===== src/rtl/m_mem_arb_if.sv =====
// Bundles the fetch port, the load/store port and the shared memory port of m_mem_arb.
// Latency: none; wires only.
// Backpressure: req/done handshake towards the pipeline, req/ack handshake towards memory.
interface m_mem_arb_if #(
    parameter int ADDR_W = 32,
    parameter int DATA_W = 32
) ();
    logic              w_if_req;
    logic [ADDR_W-1:0] w_if_addr;
    logic [DATA_W-1:0] w_if_rdata;
    logic              w_if_done;

    logic              w_d_req;
    logic              w_d_we;
    logic [ADDR_W-1:0] w_d_addr;
    logic [DATA_W-1:0] w_d_wdata;
    logic [DATA_W-1:0] w_d_rdata;
    logic              w_d_done;

    logic              w_m_req;
    logic              w_m_we;
    logic [ADDR_W-1:0] w_m_addr;
    logic [DATA_W-1:0] w_m_wdata;
    logic [DATA_W-1:0] w_m_rdata;
    logic              w_m_ack;

    logic              w_stall;

    // Arbiter side
    modport master (
        input  w_if_req, w_if_addr,
        output w_if_rdata, w_if_done,
        input  w_d_req, w_d_we, w_d_addr, w_d_wdata,
        output w_d_rdata, w_d_done,
        output w_m_req, w_m_we, w_m_addr, w_m_wdata,
        input  w_m_rdata, w_m_ack,
        output w_stall
    );

    // Pipeline + memory side
    modport slave (
        output w_if_req, w_if_addr,
        input  w_if_rdata, w_if_done,
        output w_d_req, w_d_we, w_d_addr, w_d_wdata,
        input  w_d_rdata, w_d_done,
        input  w_m_req, w_m_we, w_m_addr, w_m_wdata,
        output w_m_rdata, w_m_ack,
        input  w_stall
    );
endinterface


===== src/rtl/m_mem_arb.sv =====
// Shares one single-port memory between instruction fetch and load/store, data first.
// Latency: 3 cycles minimum per access (IDLE grant, BUSY until ack, RESP done pulse).
// Backpressure: requesters hold req until done; w_stall freezes the pipeline meanwhile.
module m_mem_arb #(
    parameter int ADDR_W     = 32,
    parameter int DATA_W     = 32,
    parameter int STARVE_MAX = 4
) (
    input  logic w_clk,
    input  logic w_rst_n,
    m_mem_arb_if.master mem_bus
);

    localparam logic [3:0] STARVE_LIM = 4'(STARVE_MAX);

    typedef enum logic [1:0] {
        IDLE = 2'd0,
        BUSY = 2'd1,
        RESP = 2'd2
    } state_t;

    state_t            state_q;
    state_t            state_d;
    logic              grant_d;
    logic              grant_f;
    logic              starving;
    logic              ack_take;

    logic              owner_q;      // 1 = data port owns the memory
    logic [3:0]        starve_q;
    logic              m_req_q;
    logic              m_we_q;
    logic [ADDR_W-1:0] m_addr_q;
    logic [DATA_W-1:0] m_wdata_q;
    logic [DATA_W-1:0] if_rdata_q;
    logic [DATA_W-1:0] d_rdata_q;
    logic              if_done_q;
    logic              d_done_q;

    assign starving = mem_bus.w_if_req && (starve_q == STARVE_LIM);
    assign ack_take = (state_q == BUSY) && mem_bus.w_m_ack;

    always_comb begin
        state_d = state_q;
        grant_d = 1'b0;
        grant_f = 1'b0;
        case (state_q)
            IDLE: begin
                if (mem_bus.w_d_req && !starving) begin
                    grant_d = 1'b1;
                    state_d = BUSY;
                end else if (mem_bus.w_if_req) begin
                    grant_f = 1'b1;
                    state_d = BUSY;
                end
            end
            BUSY: begin
                if (mem_bus.w_m_ack) begin
                    state_d = RESP;
                end
            end
            RESP: begin
                state_d = IDLE;
            end
            default: begin
                state_d = IDLE;
            end
        endcase
    end

    always_ff @(posedge w_clk or negedge w_rst_n) begin
        if (!w_rst_n) begin
            state_q <= IDLE;
        end else begin
            state_q <= state_d;
        end
    end

    // Memory-port registers: loaded on grant, held through BUSY, req dropped on first ack.
    always_ff @(posedge w_clk or negedge w_rst_n) begin
        if (!w_rst_n) begin
            owner_q   <= 1'b0;
            m_req_q   <= 1'b0;
            m_we_q    <= 1'b0;
            m_addr_q  <= '0;
            m_wdata_q <= '0;
        end else if (grant_d) begin
            owner_q   <= 1'b1;
            m_req_q   <= 1'b1;
            m_we_q    <= mem_bus.w_d_we;
            m_addr_q  <= mem_bus.w_d_addr;
            m_wdata_q <= mem_bus.w_d_wdata;
        end else if (grant_f) begin
            owner_q   <= 1'b0;
            m_req_q   <= 1'b1;
            m_we_q    <= 1'b0;
            m_addr_q  <= mem_bus.w_if_addr;
            m_wdata_q <= '0;
        end else if (ack_take) begin
            m_req_q   <= 1'b0;
        end
    end

    // Response registers: only the owner's rdata moves; done lasts exactly the RESP cycle.
    always_ff @(posedge w_clk or negedge w_rst_n) begin
        if (!w_rst_n) begin
            if_rdata_q <= '0;
            d_rdata_q  <= '0;
            if_done_q  <= 1'b0;
            d_done_q   <= 1'b0;
        end else begin
            if_done_q <= ack_take && !owner_q;
            d_done_q  <= ack_take && owner_q;
            if (ack_take && owner_q) begin
                d_rdata_q <= mem_bus.w_m_rdata;
            end
            if (ack_take && !owner_q) begin
                if_rdata_q <= mem_bus.w_m_rdata;
            end
        end
    end

    // Counts data grants that overtook a waiting fetch.
    always_ff @(posedge w_clk or negedge w_rst_n) begin
        if (!w_rst_n) begin
            starve_q <= '0;
        end else if (grant_f) begin
            starve_q <= '0;
        end else if (grant_d && mem_bus.w_if_req) begin
            if (starve_q != STARVE_LIM) begin
                starve_q <= starve_q + 4'd1;
            end
        end else if ((state_q == IDLE) && !mem_bus.w_if_req) begin
            starve_q <= '0;
        end
    end

    assign mem_bus.w_m_req    = m_req_q;
    assign mem_bus.w_m_we     = m_we_q;
    assign mem_bus.w_m_addr   = m_addr_q;
    assign mem_bus.w_m_wdata  = m_wdata_q;
    assign mem_bus.w_if_rdata = if_rdata_q;
    assign mem_bus.w_if_done  = if_done_q;
    assign mem_bus.w_d_rdata  = d_rdata_q;
    assign mem_bus.w_d_done   = d_done_q;
    assign mem_bus.w_stall    = (mem_bus.w_if_req && !if_done_q) ||
                                (mem_bus.w_d_req && !d_done_q);

endmodule


===== src/flat_wrapper.sv =====
// flat-port wrapper written by rule: the top's interface ports become plain ports
module m_mem_arb_flat 
#(
    parameter int ADDR_W     = 32,
    parameter int DATA_W     = 32,
    parameter int STARVE_MAX = 4
)
  (w_clk, w_rst_n, mem_bus_w_if_req, mem_bus_w_if_addr, mem_bus_w_if_rdata, mem_bus_w_if_done, mem_bus_w_d_req, mem_bus_w_d_we, mem_bus_w_d_addr, mem_bus_w_d_wdata, mem_bus_w_d_rdata, mem_bus_w_d_done, mem_bus_w_m_req, mem_bus_w_m_we, mem_bus_w_m_addr, mem_bus_w_m_wdata, mem_bus_w_m_rdata, mem_bus_w_m_ack, mem_bus_w_stall);
  m_mem_arb_if #(.ADDR_W(ADDR_W), .DATA_W(DATA_W)) mem_bus_i ();
  input  logic w_clk;
  input  logic w_rst_n;
  input wire logic [$bits(mem_bus_i.w_if_req)-1:0] mem_bus_w_if_req;
  input wire logic [$bits(mem_bus_i.w_if_addr)-1:0] mem_bus_w_if_addr;
  output wire logic [$bits(mem_bus_i.w_if_rdata)-1:0] mem_bus_w_if_rdata;
  output wire logic [$bits(mem_bus_i.w_if_done)-1:0] mem_bus_w_if_done;
  input wire logic [$bits(mem_bus_i.w_d_req)-1:0] mem_bus_w_d_req;
  input wire logic [$bits(mem_bus_i.w_d_we)-1:0] mem_bus_w_d_we;
  input wire logic [$bits(mem_bus_i.w_d_addr)-1:0] mem_bus_w_d_addr;
  input wire logic [$bits(mem_bus_i.w_d_wdata)-1:0] mem_bus_w_d_wdata;
  output wire logic [$bits(mem_bus_i.w_d_rdata)-1:0] mem_bus_w_d_rdata;
  output wire logic [$bits(mem_bus_i.w_d_done)-1:0] mem_bus_w_d_done;
  output wire logic [$bits(mem_bus_i.w_m_req)-1:0] mem_bus_w_m_req;
  output wire logic [$bits(mem_bus_i.w_m_we)-1:0] mem_bus_w_m_we;
  output wire logic [$bits(mem_bus_i.w_m_addr)-1:0] mem_bus_w_m_addr;
  output wire logic [$bits(mem_bus_i.w_m_wdata)-1:0] mem_bus_w_m_wdata;
  input wire logic [$bits(mem_bus_i.w_m_rdata)-1:0] mem_bus_w_m_rdata;
  input wire logic [$bits(mem_bus_i.w_m_ack)-1:0] mem_bus_w_m_ack;
  output wire logic [$bits(mem_bus_i.w_stall)-1:0] mem_bus_w_stall;
  assign mem_bus_i.w_if_req = mem_bus_w_if_req;
  assign mem_bus_i.w_if_addr = mem_bus_w_if_addr;
  assign mem_bus_w_if_rdata = mem_bus_i.w_if_rdata;
  assign mem_bus_w_if_done = mem_bus_i.w_if_done;
  assign mem_bus_i.w_d_req = mem_bus_w_d_req;
  assign mem_bus_i.w_d_we = mem_bus_w_d_we;
  assign mem_bus_i.w_d_addr = mem_bus_w_d_addr;
  assign mem_bus_i.w_d_wdata = mem_bus_w_d_wdata;
  assign mem_bus_w_d_rdata = mem_bus_i.w_d_rdata;
  assign mem_bus_w_d_done = mem_bus_i.w_d_done;
  assign mem_bus_w_m_req = mem_bus_i.w_m_req;
  assign mem_bus_w_m_we = mem_bus_i.w_m_we;
  assign mem_bus_w_m_addr = mem_bus_i.w_m_addr;
  assign mem_bus_w_m_wdata = mem_bus_i.w_m_wdata;
  assign mem_bus_i.w_m_rdata = mem_bus_w_m_rdata;
  assign mem_bus_i.w_m_ack = mem_bus_w_m_ack;
  assign mem_bus_w_stall = mem_bus_i.w_stall;
  m_mem_arb #(.ADDR_W(ADDR_W), .DATA_W(DATA_W), .STARVE_MAX(STARVE_MAX)) u_core (.w_clk(w_clk), .w_rst_n(w_rst_n), .mem_bus(mem_bus_i));
endmodule

===== config.mk =====
export PLATFORM = sky130hd
export DESIGN_NAME = m_mem_arb_flat
export DESIGN_NICKNAME = d
export VERILOG_FILES = /design/src/rtl/m_mem_arb_if.sv /design/src/rtl/m_mem_arb.sv /design/src/flat_wrapper.sv
export SDC_FILE = /design/constraint.sdc
export NUM_CORES = 1
export LEC_CHECK = 0
export ABC_AREA = 1
export CAP_MARGIN = 10
export CORE_UTILIZATION = 38
export CTS_CLUSTER_DIAMETER = 100
export CTS_CLUSTER_SIZE = 24
export DETAILED_ROUTE_END_ITERATION = 8
export PLACE_DENSITY = 0.85
export SLEW_MARGIN = 25
export SYNTH_ARGS = -nofsm -noshare
export SYNTH_HDL_FRONTEND = slang
export SYNTH_SLANG_ARGS = --single-unit

===== constraint.sdc =====
create_clock -name w_clk -period 1.4 [get_ports w_clk]
set_input_delay 0.28 -clock w_clk [delete_from_list [all_inputs] [get_ports w_clk]]
set_output_delay 0.28 -clock w_clk [all_outputs]
set_load 0.05 [all_outputs]

* Word level (Yosys, flattened, before mapping)
Cells that the tools add are included.
** Word-level totals
- Flip-flop bits (word level) :: 139
- Logic and storage cells :: 62
- Input port bits :: 134
- Output and inout port bits :: 133
** Operators by class
- Mux-type cells :: 23
- Equal/unequal tests :: 6
- Add/subtract/negate cells :: 1
- Reductions and logical operators :: 21
** Operators with widths (number)
- $mux W32 :: 4
- $mux W4 :: 4
- $mux W1 :: 11
- $logic_and A1 B1 Y1 :: 9
- $mux W2 :: 3
- $ne A3 B2 Y1 const B :: 2
- $reduce_bool A3 Y1 :: 2
- $logic_not A1 Y1 :: 5
- $add A4 B1 Y4 const B :: 1
- $eq A4 B3 Y1 const B :: 1
- $ne A4 B3 Y1 const B :: 1
- $pmux W2 S2 :: 1
- $reduce_and A2 Y1 :: 2
- $eq A2 B1 Y1 const B :: 1
- $logic_not A2 Y1 :: 1
- $ne A2 B2 Y1 const B :: 1
- $reduce_bool A2 Y1 :: 1
- $logic_or A1 B1 Y1 :: 1

* Logic depth before layout (Yosys ltp)
Gate-level depths: netlist of run 1.
- Word-level depth :: 9
- Depth in mapped cells :: 11
- Mapped depth without buffers :: 9

* Worst setup path before layout of run 1
Ideal clock, no wire load.
- Kind :: flip-flop to output port
- Start point :: register u_core.if_done_q, in the netlist u_core.mem_bus.w_if_done
- End point :: output mem_bus_w_stall
- Arrival :: 1.403 ns
- Required time :: 1.120 ns
- Path slack :: -0.283 ns
- Stages on the path, launching flop included :: 2
- Buffers on the path :: 0
- Cells stage by stage :: dfrtp_1 > o22ai_1
** On the way
- Longest elaborated chain between the ends :: 3
** Ends and longest elaborated chain
- from (decl) :: RTL line m_mem_arb.sv:37 : logic if_done_q;
- from (signal assigned) :: RTL line m_mem_arb.sv:112 : if_done_q <= ack_take && !owner_q;
- $logic_not A1 Y1 :: RTL line m_mem_arb.sv:146 : assign mem_bus.w_stall = (mem_bus.w_if_req && !if_done_q) ||
- $logic_and A1 B1 Y1 :: RTL line m_mem_arb.sv:146
- $logic_or A1 B1 Y1 :: RTL line m_mem_arb.sv:146
- to (decl) :: RTL line flat_wrapper.sv:28 : output wire logic [$bits(mem_bus_i.w_stall)-1:0] mem_bus_w_stall;
Every way passes these cells.

* Worst setup path in the final report of run 1
- Start point :: register u_core.starve_q[1]
- End point :: register u_core.m_addr_q[4], in the netlist u_core.mem_bus.w_m_addr[4]
** On the way
- Longest elaborated chain between the ends :: 7
- Elaborated cells between the ends (all ways) :: 10
- Those cells by class :: eq/ne: 1; mux: 5; reduce/logical: 4
** Ends and longest elaborated chain
- from (decl) :: RTL line m_mem_arb.sv:30 : logic [3:0] starve_q;
- from (signal assigned) :: RTL line m_mem_arb.sv:131 : starve_q <= starve_q + 4'd1;
- $eq A4 B3 Y1 * :: RTL line m_mem_arb.sv:40 : assign starving = mem_bus.w_if_req && (starve_q == STARVE_LIM);
- $logic_and A1 B1 Y1 * :: RTL line m_mem_arb.sv:40
- $logic_not A1 Y1 * :: RTL line m_mem_arb.sv:49 : if (mem_bus.w_d_req && !starving) begin
- $logic_and A1 B1 Y1 * :: RTL line m_mem_arb.sv:49
- $mux W1 :: RTL line m_mem_arb.sv:49
- $mux W1 :: RTL line m_mem_arb.sv:47 : case (state_q)
- $mux W32 or $reduce_bool A2 Y1 (tied branches)
- to (signal assigned) :: RTL line m_mem_arb.sv:91 : m_addr_q <= mem_bus.w_d_addr;
- to (signal assigned) :: RTL line m_mem_arb.sv:97 : m_addr_q <= mem_bus.w_if_addr;
- to (decl) :: RTL line m_mem_arb.sv:33 : logic [ADDR_W-1:0] m_addr_q;
Mark *: on every way between the ends. The rest lies on a longest branch, timed or not.
A chain may end at the register's enable or synchronous reset.

==> summary.txt, run 1 <==
Initial Util: 39.2%
R2R Setup Slk: -0.10 ns
sink count of the clock tree: 139
worst r2r path cells: 11
vias in the first global route: 6322
Chip Width: 127 microns
Vias per Instance: 4.92
Leakage: 5.68 nW
io pins: 267
failing checks: setup timing
Worst-path clk slew: 0.07 ns
DR WL/cell: 16.8 microns
Worst-Skew Late Latency: 0.42 ns
Slew headroom: 71.2%
largest net degree at the start of global routing: 59
cts bufs inserted: 17
status: finished, violations left
Syn Area/Cell: 8.45 sq um
first-pass GRT wire length: 31500 microns
fin. max-slew vios: 0
cell area power density: 2750 nW/um^2
Fmax achieved: 0.666 GHz
max-cap violation count: 0
drt pass-1 iters: 5
ratio of cells with drive above 1 in the final layout: 25.4%
die area: 16200 sq um
routability congestion estimate: 0.820
row count: 45
number of synthesized register bits: 139
core area: 15300 sq um
RR Endpoint: u_core.mem_bus.w_m_addr[4]
Worst path slowest cell: dfrtp_1
Clock Path Buffers: 2
start of the worst register-to-register path: u_core.starve_q[1]
most common cell after layout, fill and taps aside: nand2_1
CP Class: flip-flop to flip-flop
worst-case clock skew: 0.0105 ns
root buffer cell: clkbuf_16
ant diodes: 0
sequential element share of the synthesized area: 58.1%
Tcrit/Tclk final: 107%
min-delay worst type: primary input to async pin
RSZ-0062 raised after global routing: true
CP startpoint kind: flip-flop
# H-tree levels: 4
YS warnings: 0
Initial DRC Count: 254
Final nets: 1140
Crit. End Element: flip-flop
final hold vios: 0
Fillers: 914
final wirelength: 20600 microns
Layout Utilization: 74.7%
slowest stage delay, CP: 0.40 ns
Crit path max-delay family: buffers and inverters
CTS tree: done
die height: 127 microns
Post-Place Worst Slack: -0.351 ns
residual DRC count: 0
crit path max fanout: 6
commonest non-fill, non-tap cells in the layout: nand2_1, buf_12, dfrtp_1
synthesis-to-layout area growth: 90.4%
mapped cell area: 5980 sq um
Synth Instances: 708
Arrival @ worst endpoint: 1.80 ns
half-perimeter wire length after placement: 14100 microns
Overflow after GRT: 0
Crit path buffers/inverters: 4
Top cell by count, worst path: nand2_1
synthesized net count: 844
worst setup margin: -0.103 ns
post-route ant nets: 0
setup violators final: 43
Port-buffer cells: 266
worst slew pin tran: 0.431 ns
CP Data Required Time: 1.70 ns
Max rail drop VDD: 1.77 mV
Yosys cell types: 24
Cell Chain, Critical Path: inv_2, ha_4, nand2_2, inv_2, nand2_4, nand3_4, buf_6, clkbuf_16, nand2_1, nand2_1, nand2_1
minimum clock period after layout: 1.50 ns
total global-route track usage: 25.3%
Vias: 6047
antenna violations before repair: 1
[power by group]
group          switching [mW]  internal, mW  total, mW
Combinational            10.1          8.69       18.8
Clock                    1.85          2.83       4.68
Sequential               2.04          5.84       7.88
[area by class of cell]
| cell class | instances | area, sq um | area share (%) |
|---|---|---|---|
| Timing Repair Buffer | 318 | 4630 | 40.6 |
| Sequential cell | 139 | 3480 | 30.5 |
| Inverter | 110 | 413 | 3.62 |
| Clock inverter | 15 | 188 | 1.65 |
| Tap cell | 211 | 264 | 2.32 |
| Clock buffer | 17 | 425 | 3.73 |
| Multi-Input combinational cell | 418 | 1990 | 17.5 |
[worst max-delay path by stage]
stage / endpoint / slack (ns) / cells past startpoint / startpoint
2_1_floorplan: u_core.mem_bus.w_m_addr[25] / 0.006 / 11 / u_core.starve_q[0]
3_3_place_gp: mem_bus_w_stall / -0.34 / 4 / mem_bus_w_d_req
3_5_place_dp: mem_bus_w_stall / -0.35 / 4 / mem_bus_w_d_req
4_1_cts: mem_bus_w_stall / -0.07 / 2 / u_core.mem_bus.w_if_done
5_1_grt: u_core.mem_bus.w_m_addr[24] / -0.15 / 10 / u_core.starve_q[1]
6_report: u_core.mem_bus.w_m_addr[4] / -0.10 / 11 / u_core.starve_q[1]
[through the flow]
stage	instances	power (mW)	setup TNS, ns	instance area (sq um)	hold slack, ns
floorplan	708	15.9	0	6000	-0.0156
global placement	1179	25.5	-29.08	10400	0.235
detailed placement	1179	26.0	-34.34	10400	0.238
CTS	1223	31.2	-0.338	11200	0.354
global route	1228	32.7	-5.76	11400	0.380
finish	1228	31.3	-2.65	11400	0.355
[per-layer routing]
layer / global-route usage, % / share of wire, % / vias up
li1: - / - / 2798
met1: 27.0 / 35 / 2870
met2: 44.7 / 51 / 324
met3: 9.63 / 11 / 53
met4: 10.2 / 3.0 / 2
met5: 0 / 0.044 / -
[cells by family after synthesis]
logic type | share of synthesized area, %
and+or+nand+nor | 21.5
buffers and inverters | 10.9
DFF | 58.1
AOI/OAI and AO/OA | 8.97
adders and majority gates | 0.418
xor gates and xnor gates | 0.146
[cell usage after synthesis, drive strengths merged]
cell type    n  area share [%]
a21oi        1           0.084
and3         1            0.10
buf         26             3.0
clkbuf      15            0.94
dfrtp      139              58
ha           2            0.42
inv        110             6.9
nand2      267              17
nand3        4            0.42
nand4       35             3.7
nor2         3            0.48
o211ai       1            0.21
o21ai      101             8.5
o22ai        1            0.10
o31ai        1            0.13
xor2         1            0.15
[registers in the layout (all words and copies together), names as in the netlist]
signal / count
u_core.mem_bus.w_m_addr: 32
u_core.starve_q: 4
u_core.mem_bus.w_m_req: 1
u_core.mem_bus.w_m_wdata: 32
u_core.mem_bus.w_d_rdata: 32
u_core.mem_bus.w_if_done: 1
u_core.mem_bus.w_d_done: 1
u_core.mem_bus.w_m_we: 1
u_core.owner_q: 1
u_core.mem_bus.w_if_rdata: 32
u_core.state_q: 2
[repair_timing]
item | in CTS | in global routing
pin swaps | 1 | 8
gates resized for setup | 46 | 30
buffers inserted | 8 | 3
setup endpoints to repair | 53 | 98
endpoints found under the hold margin | 35 | 0
hold buffers | 1 | 0
cloned | 3 | 3
Power figures use the tool's default switching activity.
==> run 2: changes to the inputs <==
--- a/config.mk
+++ b/config.mk
@@ -7,11 +7,11 @@
 export LEC_CHECK = 0
 export ABC_AREA = 1
 export CAP_MARGIN = 10
-export CORE_UTILIZATION = 38
+export CORE_UTILIZATION = 42
 export CTS_CLUSTER_DIAMETER = 100
 export CTS_CLUSTER_SIZE = 24
 export DETAILED_ROUTE_END_ITERATION = 8
-export PLACE_DENSITY = 0.85
+export PLACE_DENSITY = 0.89
 export SLEW_MARGIN = 25
 export SYNTH_ARGS = -nofsm -noshare
 export SYNTH_HDL_FRONTEND = slang
==> constraint.sdc (replaced) <==
create_clock -name w_clk -period 1.39 [get_ports w_clk]
set_input_delay 0.278 -clock w_clk [delete_from_list [all_inputs] [get_ports w_clk]]
set_output_delay 0.278 -clock w_clk [all_outputs]
set_load 0.05 [all_outputs]
==> run 2 against run 1 <==
  * The run still ends with setup timing left
  * First-iteration DRC count grew 60%
  * Sequential share of layout area shrank 0.37 points
  * Clock skew is essentially flat
  * Power grew 2.3%
  * Fmax grew 0.25%
  * Hold slack lost 0.00068 ns
==> summary.txt, run 2 (synthesized netlist as in run 1, its figures left out) <==
slowest stage delay, CP: 0.39 ns (about the same)
Crit path buffers/inverters: 4 (unchanged)
status: finished, violations left
drt pass-1 iters: 5 (unchanged)
antenna violations before repair: 1 (unchanged)
Placed Instances: 1146 (-2.8%)
first-pass GRT wire length: 32800 microns (+4.0%)
core area: 13900 sq um (-9.0%)
root buffer cell: clkbuf_16
max-cap violation count: 0 (unchanged)
row count: 43 (-4.4%)
Final Cell Area: 11500 sq um (+1.2%)
min-delay worst type: primary input to async pin
Post-Place Worst Slack: -0.330 ns (+0.0211 ns)
Fmax achieved: 0.667 GHz (+0.25%)
io pins: 267 (unchanged)
CP startpoint kind: flip-flop
total global-route track usage: 29.7% (+4.4 points)
CP Class: flip-flop to flip-flop
Cell Chain, Critical Path: inv_2, ha_4, nand2_2, inv_2, nand2_4, nand3_4, buf_6, buf_16, nand2_2, nand2_2, nand2_2
minimum clock period after layout: 1.50 ns (-0.00372 ns)
final hold vios: 0 (unchanged)
Max rail drop VDD: 2.01 mV (+13%)
# H-tree levels: 4 (unchanged)
Port-buffer cells: 266 (unchanged)
commonest non-fill, non-tap cells in the layout: nand2_1, buf_12, dfrtp_1
residual DRC count: 0 (unchanged)
routability congestion estimate: 0.865 (+5.5%)
Arrival @ worst endpoint: 1.80 ns (about the same)
Tcrit/Tclk final: 108% (+0.50 points)
worst setup margin: -0.109 ns (-0.00628 ns)
die height: 121 microns (-4.8%)
Final nets: 1145 (+0.44%)
Crit path max-delay family: buffers and inverters
Clock Path Buffers: 2 (unchanged)
synthesis-to-layout area growth: 92.7%
CP Data Required Time: 1.69 ns (about the same)
worst slew pin tran: 0.390 ns (-0.0417 ns)
die area: 14700 sq um (-9.4%)
cell area power density: 2780 nW/um^2 (+1.1%)
RSZ-0062 raised after global routing: true
Fillers: 681 (-25%)
Chip Width: 121 microns (-4.8%)
post-route ant nets: 0 (unchanged)
ratio of cells with drive above 1 in the final layout: 26.8% (+1.4 points)
Vias per Instance: 5.31 (+7.9%)
sink count of the clock tree: 139 (unchanged)
cts bufs inserted: 17 (unchanged)
Cell Area, Placed: 10400 sq um (-0.40%)
Vias: 6374 (+5.4%)
TNS Setup: -1.82 ns (+0.834 ns)
Top cell by count, worst path: nand2_2
Initial Util: 43.1% (+3.9 points)
fin cells: 1200 (-2.3%)
half-perimeter wire length after placement: 14700 microns (+4.1%)
worst-case clock skew: 0.0110 ns (+0.000460 ns)
crit path max fanout: 6 (unchanged)
largest net degree at the start of global routing: 66 (+12%)
Initial DRC Count: 407 (+60%)
fin. max-slew vios: 0 (unchanged)
Leakage: 5.76 nW (+1.3%)
setup violators final: 55 (+28%)
CTS tree: done
most common cell after layout, fill and taps aside: nand2_1
failing checks: setup timing
Multi-input gate area: 2090 sq um (+4.8%)
register area: 3480 sq um (about the same)
Slew headroom: 74.0% (+2.8 points)
Worst-path clk slew: 0.06 ns (about the same)
final wirelength: 23500 microns (+14%)
DR WL/cell: 19.6 microns (+17%)
Overflow after GRT: 0 (unchanged)
Hold Slack: 0.354 ns (-0.000676 ns)
Worst path slowest cell: dfrtp_1
vias in the first global route: 6507 (+2.9%)
Crit. End Element: flip-flop
Worst-Skew Late Latency: 0.42 ns (about the same)
## run 2: layout make-up
| cell class | instances | area share, % |
|---|---|---|
| repair buffers | 323 | 41.5 |
| flip-flops and latches | 139 | 30.2 |
| multi-input cells | 418 | 18.1 |
| clock buffers | 22 | 4.03 |
| inverters | 110 | 3.58 |
| well taps | 180 | 1.95 |
| clock inverters | 7 | 0.608 |
| diodes | 1 | 0.0217 |
## run 2: path summary, 6_finish.rpt
| kind | startpoint | endpoint | slack [ns] | depth (start not counted) |
|---|---|---|---|---|
| max | u_core.starve_q[1] | u_core.mem_bus.w_m_addr[31] | -0.11 | 11 |
| min | w_rst_n | u_core.mem_bus.w_d_rdata[0] | 0.35 | 2 |
| max reg2reg | u_core.starve_q[1] | u_core.mem_bus.w_m_addr[31] | -0.11 | 11 |
| min reg2reg | u_core.mem_bus.w_m_wdata[20] | u_core.mem_bus.w_m_wdata[20] | 0.55 | 2 |
| max in group asynchronous | w_rst_n | u_core.mem_bus.w_d_rdata[14] | 0.50 | 3 |
| min in group w_clk | mem_bus_w_d_we | u_core.mem_bus.w_m_we | 0.41 | 3 |
## run 2: per-layer routing
| layer | GRT usage (%) | routed length (microns) | up-vias |
|---|---|---|---|
| met5 | 0 | 0 | - |
| li1 | - | - | 2803 |
| met4 | 17.7 | 1190 | 0 |
| met1 | 30.1 | 7880 | 3052 |
| met3 | 10.4 | 2400 | 105 |
| met2 | 52.2 | 12100 | 414 |
## run 2: timing repair
| action | 4_1_cts | 5_1_grt |
|---|---|---|
| hold buffers | 1 | 0 |
| pin swaps | 3 | 6 |
| buffers inserted | 10 | 5 |
| gates resized for setup | 67 | 24 |
| setup endpoints to repair | 56 | 132 |
| endpoints found under the hold margin | 30 | 0 |
| cloned | 4 | 7 |
## run 2: report_power, final
| part | leakage, nW | internal [mW] | switching, mW |
|---|---|---|---|
| logic | 3.78 | 9.20 | 10.7 |
| registers | 1.72 | 5.88 | 2.15 |
| clock network | 0.250 | 2.51 | 1.64 |
## run 2: metrics by stage
| stage | util [%] | power, mW |
|---|---|---|
| after detailed placement | 74.6 | 26.3 |
| after global routing | 83.0 | 33.2 |
| after floorplan | - | 16.0 |
| after CTS | 80.9 | 31.2 |
| after global placement | 74.6 | 25.7 |
| final | 83.0 | 32.0 |
## run 2: worst register-to-register path, delay by kind of cell, from the launching register on
| family | cells | cell delay (ns) |
|---|---|---|
| flip-flops | 1 | 0.39 |
| AND/OR/NAND/NOR | 6 | 0.43 |
| buffers and inverters | 4 | 0.46 |
| adder cells (fa/ha/maj) | 1 | 0.12 |
==> run 3: changes to the inputs <==
--- a/config.mk
+++ b/config.mk
@@ -7,12 +7,13 @@
 export LEC_CHECK = 0
 export ABC_AREA = 1
 export CAP_MARGIN = 10
+export CORE_ASPECT_RATIO = 1.4
 export CORE_UTILIZATION = 42
 export CTS_CLUSTER_DIAMETER = 100
 export CTS_CLUSTER_SIZE = 24
 export DETAILED_ROUTE_END_ITERATION = 8
 export PLACE_DENSITY = 0.89
-export SLEW_MARGIN = 25
+export SLEW_MARGIN = 10
 export SYNTH_ARGS = -nofsm -noshare
 export SYNTH_HDL_FRONTEND = slang
 export SYNTH_SLANG_ARGS = --single-unit
==> run 3 against run 2 <==
  * Non-clock buffer count shrank 6
  * First-iteration DRC count shrank 10%
  * Hold slack lost 0.057 ns
  * Critical path depth shrank 2
  * Wire length shrank 2.4%
  * Flip-flop and latch count is the same
  * Fmax shrank 3.6%
  * Utilization shrank 0.29 points
  * Via count shrank 2.4%
  * Register-to-register slack lost 0.06 ns
  * Final area shrank 0.13%
  * Die area is essentially flat
  * Largest power group unchanged
  * The flow still finishes with violations (setup timing)
  * Largest cell class unchanged
==> summary.txt, run 3 (synthesized netlist as in run 1, its figures left out) <==
row count: 51 (+19%)
residual DRC count: 0 (unchanged)
final hold vios: 0 (unchanged)
Crit. End Element: flip-flop
Initial Util: 43.0% (-0.093 points)
Layout Utilization: 82.7% (-0.29 points)
ratio of cells with drive above 1 in the final layout: 29.1% (+2.3 points)
Max rail drop VDD: 1.74 mV (-13%)
routability congestion estimate: 0.803 (-7.2%)
RR Endpoint: u_core.mem_bus.w_m_addr[29]
final wirelength: 23000 microns (-2.4%)
Slew headroom: 77.6% (+3.6 points)
antenna violations before repair: 1 (unchanged)
min-delay worst type: primary input to async pin
fin. max-slew vios: 0 (unchanged)
drt pass-1 iters: 5 (unchanged)
Cell Chain, Critical Path: nor2_4, inv_2, nor2_4, buf_12, buf_12, nand2_1, nand2_4, nand2_4, nand2_2
most common cell after layout, fill and taps aside: nand2_1
worst slew pin tran: 0.336 ns (-0.0536 ns)
start of the worst register-to-register path: u_core.state_q[1]
slowest stage delay, CP: 0.45 ns (+0.06 ns)
Vias: 6222 (-2.4%)
worst setup margin: -0.165 ns (-0.0558 ns)
cell area power density: 2800 nW/um^2 (+0.63%)
commonest non-fill, non-tap cells in the layout: nand2_1, buf_12, dfrtp_1
CTS tree: done
vias in the first global route: 6611 (+1.6%)
cts bufs inserted: 17 (unchanged)
RSZ-0062 raised after global routing: true
Initial DRC Count: 365 (-10%)
minimum clock period after layout: 1.55 ns (+0.0558 ns)
status: finished, violations left
post-route ant nets: 0 (unchanged)
worst setup path start: u_core.state_q[1]
Crit path max-delay family: simple AND/OR/NAND/NOR gates
Worst path slowest cell: dfrtp_2
io pins: 267 (unchanged)
Fillers: 695 (+2.1%)
Clock Path Buffers: 2 (unchanged)
Vias per Instance: 5.18 (-2.5%)
worst r2r path cells: 9 (-2)
CP Class: flip-flop to flip-flop
core area: 13900 sq um (+0.22%)
Tcrit/Tclk final: 112% (+4.0 points)
Final nets: 1139 (-0.52%)
max-cap violation count: 0 (unchanged)
Overflow after GRT: 0 (unchanged)
CP startpoint kind: flip-flop
setup violators final: 59 (+7.3%)
WP depth: 9 (-2)
half-perimeter wire length after placement: 14700 microns (+0.40%)
Crit path buffers/inverters: 3 (-1)
failing checks: setup timing
# H-tree levels: 4 (unchanged)
Fmax achieved: 0.643 GHz (-3.6%)
CP Data Required Time: 1.74 ns (+0.05 ns)
Worst-Skew Late Latency: 0.42 ns (about the same)
Port-buffer cells: 266 (unchanged)
Placed Instances: 1150 (+0.35%)
crit path max fanout: 15 (+9)
root buffer cell: clkbuf_16
die area: 14700 sq um (about the same)
die height: 143 microns (+18%)
end of the critical path: u_core.mem_bus.w_m_addr[29]
Worst-path clk slew: 0.07 ns (about the same)
fin cells: 1202 (+0.17%)
R2R Setup Slk: -0.16 ns (-0.06 ns)
sink count of the clock tree: 139 (unchanged)
Arrival @ worst endpoint: 1.91 ns (+0.11 ns)
worst-case clock skew: 0.0129 ns (+0.00188 ns)
DR WL/cell: 19.1 microns (-2.6%)
largest net degree at the start of global routing: 49 (-26%)
total global-route track usage: 30.2% (+0.53 points)
synthesis-to-layout area growth: 92.4%
Chip Width: 103 microns (-15%)
Leakage: 5.69 nW (-1.1%)
first-pass GRT wire length: 33200 microns (+1.5%)
run 3: timing repair:
item / in CTS / in global routing
setup endpoints to repair: 91 / 71
pin swaps: 7 / 15
cloned: 3 / 4
resized for setup: 60 / 65
setup buffers: 7 / 6
hold endpoints to repair: 24 / 0
hold buffers: 1 / 0
run 3: worst min-delay path by stage:
stage	endpoint	cells past startpoint	slack, ns	startpoint
finish	u_core.mem_bus.w_if_rdata[14]	2	0.30	w_rst_n
global route	u_core.mem_bus.w_d_rdata[16]	2	0.30	w_rst_n
CTS	u_core.mem_bus.w_d_rdata[14]	2	0.29	w_rst_n
detailed placement	u_core.mem_bus.w_d_rdata[14]	1	0.17	w_rst_n
global placement	u_core.mem_bus.w_d_rdata[14]	1	0.17	w_rst_n
floorplan	u_core.mem_bus.w_d_done	0	-0.02	w_rst_n
run 3: worst reg2reg max path, cell delays in order (launching register included):
cell	delay (ns)
dfrtp_2	0.45
nor2_4	0.21
inv_2	0.08
nor2_4	0.13
buf_12	0.14
buf_12	0.15
nand2_1	0.12
nand2_4	0.12
nand2_4	0.05
nand2_2	0.05
run 3: routing by layer:
layer,GRT usage [%],vias up,wire (microns)
met2,54.7,380,12500
met5,0,-,0
met3,10.9,92,2090
met4,14.8,0,993
met1,29.9,2960,7330
li1,-,2790,-
run 3: report_power, final:
part | internal (mW) | switching [mW]
clock | 2.39 | 2.01
sequential | 5.88 | 2.09
combinational | 9.11 | 10.7
run 3: cell type report:
cell class / count / area, sq um / area share, %
Antenna cell: 1 / 2.50 / 0.0217
Clock buffer: 17 / 425 / 3.70
Timing Repair Buffer: 317 / 4640 / 40.3
Sequential cell: 139 / 3480 / 30.2
Clock inverter: 15 / 155 / 1.35
Tap cell: 185 / 231 / 2.01
Inverter: 110 / 413 / 3.59
Multi-Input combinational cell: 418 / 2170 / 18.8
run 3: per-stage QoR:
step	TNS (ns)	cell area (sq um)	power [mW]	hold slack [ns]	setup slack (ns)
final	-2.91	11500	32.2	0.298	-0.165
after global routing	-7.28	11500	33.4	0.297	-0.214
after CTS	-1.17	11200	31.4	0.291	-0.0762
after detailed placement	-32.57	10400	26.3	0.167	-0.331
after global placement	-28.38	10400	25.7	0.166	-0.304
after floorplan	0	6000	16.0	-0.0176	0.0121
